### config.mk
export PLATFORM = sky130hd
export DESIGN_NAME = mod_updown_counter
export DESIGN_NICKNAME = d
export VERILOG_FILES = /design/src/rtl/mod_updown_counter.sv
export SDC_FILE = /design/constraint.sdc
export NUM_CORES = 1
export LEC_CHECK = 0
export CORE_AREA = 4 4 41 43
export CTS_BUF_LIST = sky130_fd_sc_hd__clkbuf_2 sky130_fd_sc_hd__clkbuf_4 sky130_fd_sc_hd__clkbuf_8
export DETAILED_ROUTE_END_ITERATION = 7
export DIE_AREA = 0 0 45 47
export PLACE_DENSITY_LB_ADDON = 0.2
export SLEW_MARGIN = 10
export SYNTH_ARGS = -nofsm -noshare
export SYNTH_HDL_FRONTEND = slang
export SYNTH_SLANG_ARGS = --single-unit
### constraint.sdc
create_clock -name clk -period 3.8 [get_ports clk]
set_clock_uncertainty 0.2 [all_clocks]
set_input_delay 0.76 -clock clk [delete_from_list [all_inputs] [get_ports clk]]
set_output_delay 0.76 -clock clk [all_outputs]
set_load 0.005 [all_outputs]
### src/rtl/mod_updown_counter.sv
// Parametrised synchronous up/down modulo counter with enable, load, clear, prescaler and tc/wrap flags.
// Build option: define COUNTER_SATURATE_EN to saturate at the count limits instead of wrapping.
`default_nettype none

module mod_updown_counter #(
  parameter int WIDTH    = 4,
  parameter int MODULUS  = 16,
  parameter int PRESCALE = 1
) (
  input  logic             clk,
  input  logic             reset,
  input  logic             en,
  input  logic             up_dn,
  input  logic             load,
  input  logic [WIDTH-1:0] load_val,
  input  logic             clear,
  output logic [WIDTH-1:0] q,
  output logic             tc,
  output logic             wrap
);

  localparam int               PSW     = (PRESCALE <= 1) ? 1 : $clog2(PRESCALE);
  localparam logic [WIDTH-1:0] MAX_VAL = WIDTH'(MODULUS - 1);
  localparam logic [WIDTH:0]   MOD_EXT = (WIDTH + 1)'(MODULUS);
  localparam logic [PSW-1:0]   PS_LAST = PSW'(PRESCALE - 1);

  logic [WIDTH-1:0] cnt_q, cnt_d;
  logic [PSW-1:0]   ps_q, ps_d;
  logic             wrap_q, wrap_d;

  logic step;
  logic at_max;
  logic at_zero;
  logic load_over;

  assign step      = en && (ps_q == PS_LAST);
  assign at_max    = (cnt_q == MAX_VAL);
  assign at_zero   = (cnt_q == '0);
  // Compare one bit wider so MODULUS == 2**WIDTH never clamps.
  assign load_over = ({1'b0, load_val} >= MOD_EXT);

  always_comb begin
    cnt_d  = cnt_q;
    ps_d   = ps_q;
    wrap_d = 1'b0;
    if (clear) begin
      cnt_d = '0;
      ps_d  = '0;
    end else if (load) begin
      cnt_d = load_over ? MAX_VAL : load_val;
      ps_d  = '0;
    end else if (en) begin
      if (step) begin
        ps_d = '0;
        if (up_dn) begin
          if (at_max) begin
`ifdef COUNTER_SATURATE_EN
            cnt_d  = MAX_VAL;
`else
            cnt_d  = '0;
            wrap_d = 1'b1;
`endif
          end else begin
            cnt_d = cnt_q + WIDTH'(1);
          end
        end else begin
          if (at_zero) begin
`ifdef COUNTER_SATURATE_EN
            cnt_d  = '0;
`else
            cnt_d  = MAX_VAL;
            wrap_d = 1'b1;
`endif
          end else begin
            cnt_d = cnt_q - WIDTH'(1);
          end
        end
      end else begin
        ps_d = ps_q + PSW'(1);
      end
    end
  end

  always_ff @(posedge clk or posedge reset) begin
    if (reset) begin
      cnt_q  <= '0;
      ps_q   <= '0;
      wrap_q <= 1'b0;
    end else begin
      cnt_q  <= cnt_d;
      ps_q   <= ps_d;
      wrap_q <= wrap_d;
    end
  end

  assign q    = cnt_q;
  // Terminal count follows up_dn combinationally so a direction change is flagged at once.
  assign tc   = up_dn ? at_max : at_zero;
  assign wrap = wrap_q;

endmodule

`default_nettype wire

==> results of run 1 <==
-- report_power, final --
| group | switching, mW | leakage [nW] | total, mW | internal [mW] |
|---|---|---|---|---|
| sequential | 0.00678 | 0.0798 | 0.0745 | 0.0677 |
| clock | 0.0238 | 0.0138 | 0.0596 | 0.0358 |
| combinational | 0.0239 | 0.188 | 0.0546 | 0.0306 |
-- flip-flops by register name, indices dropped and copies added (netlist names) --
signal	flops
ps_q	1
wrap	1
q	4
-- cells by family (layout without fill, tap and decap cells) --
kind of cell             count (synthesis)  after routing  synth area share
XOR/XNOR                                 2              2            0.0382
multiplexers                             2              2            0.0436
adder cells (fa/ha/maj)                  3              3            0.0818
buffers and inverters                    9             25            0.0926
AO/OA/AOI/OAI                           16             16             0.229
flip-flops                               6              6             0.327
AND/OR/NAND/NOR                         13             13             0.188
-- Yosys cell counts, drive strengths merged (2+ instances only) --
| cell type | count | area, µm² |
|---|---|---|
| inv | 7 | 26.3 |
| dfrtp | 6 | 150 |
| a21oi | 4 | 20.0 |
| nor2 | 4 | 15.0 |
| ha | 3 | 37.5 |
| o21ai | 3 | 15.0 |
| a211oi | 2 | 15.0 |
| a31oi | 2 | 12.5 |
| mux2i | 2 | 20.0 |
| nor4 | 2 | 12.5 |
| nor4b | 2 | 23.8 |
-- per-stage QoR --
| step | cell area (µm²) | hold slack (ns) |
|---|---|---|
| detailed placement | 612 | 0.333 |
| CTS | 634 | 0.339 |
| finish | 634 | 0.335 |
| floorplan | 459 | 0.314 |
| global placement | 612 | 0.328 |
| global route | 634 | 0.349 |
-- path summary, 6_finish.rpt --
kind                                   from               end  slack (ns)  cells past startpoint
min in group asynchronous             reset  q[2]$_DFFE_PP0P_        0.52                      2
min reg2reg                ps_q$_DFFE_PP0P_  ps_q$_DFFE_PP0P_        0.34                      1
min                        ps_q$_DFFE_PP0P_  ps_q$_DFFE_PP0P_        0.34                      1
max                                   up_dn                tc        0.61                      3
max in group asynchronous             reset  q[1]$_DFFE_PP0P_        2.67                      2
max reg2reg                q[0]$_DFFE_PP0P_  q[3]$_DFFE_PP0P_        2.04                      6
-- layer usage --
layer  share of wire  global-route usage  routed length [µm]  vias up
li1                -                   -                   -      222
met1            0.43               0.150                 451      199
met2            0.49               0.184                 511       12
met3           0.079              0.0728                  83        0
met4               0              0.0351                   0        0
met5               0                   0                   0        -
-- cell type report --
cell class	instances	area, µm²	area share
clock buffer	3	22.5	0.0355
inverter	7	26.3	0.0414
multi-input combinational	36	267	0.420
sequential	6	150	0.237
tap	15	18.8	0.0296
timing repair buffer	15	150	0.237
==> flow_summary.toml, run 1 <==
[placed_design]
gp_congestion = 0.729
place_ws_ns = 0.590
dpl.hpwl_um = 813
io_buffers = 15
dp.cells = 79

[synth]
synth-seq-cells = 6
synth_cell_type_count = 27
yosysWarnings = 0
synthesis.area_um2 = 459
synthCells = 51
avgSynthCellArea_um2 = 9.00
synth_seq_area_share = 0.327
synth_edf_count = 0
synth_fp_nets = 64
async_reset_ff_frac = 1.00
synthFlopType = "dfrtp_1"

[global_routing]
overflow = 0
grt_pass1_wl_um = 1810
grt_usage = 0.123
antenna_found_initial = 0
grt_pass1_vias = 395
grt_max_degree = 9

[drt]
routed_wirelength_um = 1050
drc_errors = 0
dr.pass1.iters = 4
vias_per_cell = 5.28
first_iter_violations = 2
vias = 433
wl_per_cell_um = 12.8
ant_nets = 0

[outcome]
status = "finished, final reports clean"

[sta]
period_needed_ns = 3.19
rsz0062_at_grt = "no"
period_share = 0.839
hold_viol_final = 0
tns_ns = 0
slew_headroom = 0.778
tightest_slew_ns = 0.333
setup_viol = 0
fmax_mhz = 314
final_max_slew_viol_count = 0
setup_slack_ns = 0.613

[power_and_ir_drop]
ir_worst_vdd_mv = 0.188
power.density_mw_per_mm2 = 297
p_leak_nw = 0.281
p_total_mw = 0.189

[die]
io_pins = 16
die-area_mm2 = 0.00212
die_x_um = 45
initial_core_util = 0.353
core-area_mm2 = 0.00130
rows = 13
die_h_um = 47

[setup_path]
crit_slowest_cell = "clkdlybuf4s50_1"
arrival_ns = 2.23
cpPeakStageDelay_ns = 0.56
criticalPathCategory = "in -> out"
cp.required_ns = 2.84
cp.buffers_inverters = 2
crit_family = "buffers and inverters"
start_kind = "input pin"
critPathMaxFanout = 8
worstPathCellList = "clkdlybuf4s50_1, o31ai_1, clkdlybuf4s50_1"
cpMostUsedCell = "clkdlybuf4s50_1"
crit_path_end_kind = "primary output"

[clocking]
cts_root_buf = "clkbuf_4"
cts_tree = "done"
post_cts_buffers = 0
cts_sinks = 6
cts.path.max_buffers = 2
h-tree-depth = 1
hold_buffers = 0
cts_resized = 0
path_clk_slew_ns = 0.04
cts_made_buffers = 3
clk_latency_ns = 0.25

[cells_and_area]
fin_nets = 82
drive_above_1_share = 0.0896
final_cells = 82
antenna_cells = 0
area_growth_pct = 38.1
final_common_cell = "clkdlybuf4s50_1"
fill_cells = 131
final_cell_mix = "clkdlybuf4s50_1, inv_1, dfrtp_1, nor2_1, a21oi_1"
fin_util = 0.488

[flow_run]
drv_cap = 0

[hold_path]
hp-class = "reg -> reg"
(Power assumes the default switching activity.)
==> run 2: changes to the inputs <==
- clock period: 3.8 -> 2.6 ns (I/O delays scaled with it)
==> run 2 against run 1 <==
  * Global-route usage decreased by 0.32 points
  * Die area unchanged
  * Setup slack got worse by 0.16 ns
  * Critical path type is now reg -> out
  * Largest cell class unchanged
  * Highest routed layer unchanged
==> flow_summary.toml, run 2 (same netlist as run 1, synthesis figures left out) <==
[clocking]
post_cts_buffers = 0
clk_latency_ns = 0.25
cts_tree = "done"
cts_root_buf = "clkbuf_4"
cts_sinks = 6
h-tree-depth = 1
path_clk_slew_ns = 0.05
hold_buffers = 0
cts_made_buffers = 3
cts.path.max_buffers = 2

[global_routing]
grt_pass1_vias = 433
grt_pass1_wl_um = 1840
antenna_found_initial = 0
grt_usage = 0.120
overflow = 0
grt_max_degree = 9

[sta]
tightest_slew_ns = 0.325
hold_viol_final = 0
slew_headroom = 0.783
period_share = 0.827
period_needed_ns = 2.15
setup_viol = 0
holdWs_ns = 0.284
rsz0062_at_grt = "no"
final_max_slew_viol_count = 0
fmax_mhz = 465
tns_ns = 0

[setup_path]
start_kind = "register"
worstPathCellList = "inv_1, ha_1, nand2_1, o31ai_2, dlymetal6s2s_1"
criticalPathCategory = "reg -> out"
critPathMaxFanout = 7
crit_slowest_cell = "dfrtp_2"
r2r_slack_ns = 0.89
cp.required_ns = 1.88
arrival_ns = 1.43
crit_path_end_kind = "primary output"
cp.buffers_inverters = 2
cpPeakStageDelay_ns = 0.45
crit_family = "flip-flops"

[die]
core-area_mm2 = 0.00130
initial_core_util = 0.353
die-area_mm2 = 0.00212
io_pins = 16
rows = 13
die_h_um = 47
die_x_um = 45

[cells_and_area]
fin_nets = 83
drive_above_1_share = 0.147
largest_reg_flops = 4
final_cell_mix = "clkdlybuf4s50_1, inv_1, nor2_1, a21oi_1, dfrtp_1"
stdcell_area_um2 = 651
area_growth_pct = 41.7
fin_util = 0.500
antenna_cells = 0
final_cells = 83
final_common_cell = "clkdlybuf4s50_1"

[placed_design]
placed_area_um2 = 619
dp.cells = 80
dpl.hpwl_um = 775
gp_congestion = 0.703
io_buffers = 15

[power_and_ir_drop]
switchingPower_mw = 0.0803
combPwrFrac = 0.287
internal_power_mw = 0.197
ir_worst_vdd_mv = 0.375
seq_power_share = 0.397
power.density_mw_per_mm2 = 426
p_sw_frac = 0.290
clock_power_share = 0.316
p_leak_nw = 0.302

[drt]
ant_nets = 0
dr.pass1.iters = 4
drc_errors = 0
vias_per_cell = 5.37
routed_wirelength_um = 1010
first_iter_violations = 4
wl_per_cell_um = 12.2
vias = 446

[outcome]
status = "finished, final reports clean"

[hold_path]
hp-class = "in -> async"

[flow_run]
drv_cap = 0
-- run 2: cell count changes in the layout (fill, tap and decap cells not counted), sizes merged --
cell / delta
clkdlybuf4s50: -2
buf: +1
dlygate4sd2: +1
dlymetal6s2s: +1
-- run 2: layout make-up --
type	instances	area, µm²
Tap cell	15	18.8
Timing Repair Buffer	16	159
Clock buffer	3	22.5
Multi-Input combinational cell	36	272
Inverter	7	26.3
Sequential cell	6	153
Fill cell	132	651
-- run 2: final timing paths --
kind	from	endpoint	cells after the start
min in group clk	ps_q$_DFFE_PP0P_	ps_q$_DFFE_PP0P_	1
worst min register to register	ps_q$_DFFE_PP0P_	ps_q$_DFFE_PP0P_	1
worst min-delay path	reset	ps_q$_DFFE_PP0P_	2
worst max register to register	q[0]$_DFFE_PP0P_	q[3]$_DFFE_PP0P_	6
max in group asynchronous	reset	q[1]$_DFFE_PP0P_	2
worst max-delay path	q[0]$_DFFE_PP0P_	tc	5
-- run 2: power by group through the flow --
stage	Clock (mW)	Combinational, mW	Sequential (mW)
detailed placement	0	0.0803	0.110
global route	0.0945	0.0903	0.112
global placement	0	0.0803	0.111
floorplan	0	0.0444	0.109
finish	0.0876	0.0796	0.110
CTS	0.0902	0.0811	0.110
-- run 2: what timing repair did --
action                                  CTS  global route
gates cloned                              0             0
endpoints found under the setup margin    1             1
resized for setup                         2             3
-- run 2: worst register-to-register path: cells and delay by family, from the launching register on --
kind                     cells  cell delay [ns]
AO/OA/AOI/OAI                4             0.68
adder cells (fa/ha/maj)      1             0.17
buffers and inverters        1             0.12
flip-flops                   1             0.45
-- run 2: metrics by stage --
stage	setup WS (ns)	power [mW]
2_1_floorplan	0.859	0.153
3_3_place_gp	-0.0370	0.191
3_5_place_dp	-0.0618	0.191
4_1_cts	0.00637	0.281
5_1_grt	0.330	0.296
6_report	0.449	0.277
-- run 2: layer usage --
metal | vias up | share of wire | GRT usage
li1 | 218 | - | -
met1 | 217 | 0.45 | 0.147
met2 | 11 | 0.46 | 0.186
met3 | 0 | 0.084 | 0.0575
met4 | 0 | 0 | 0.0351
met5 | - | 0 | 0
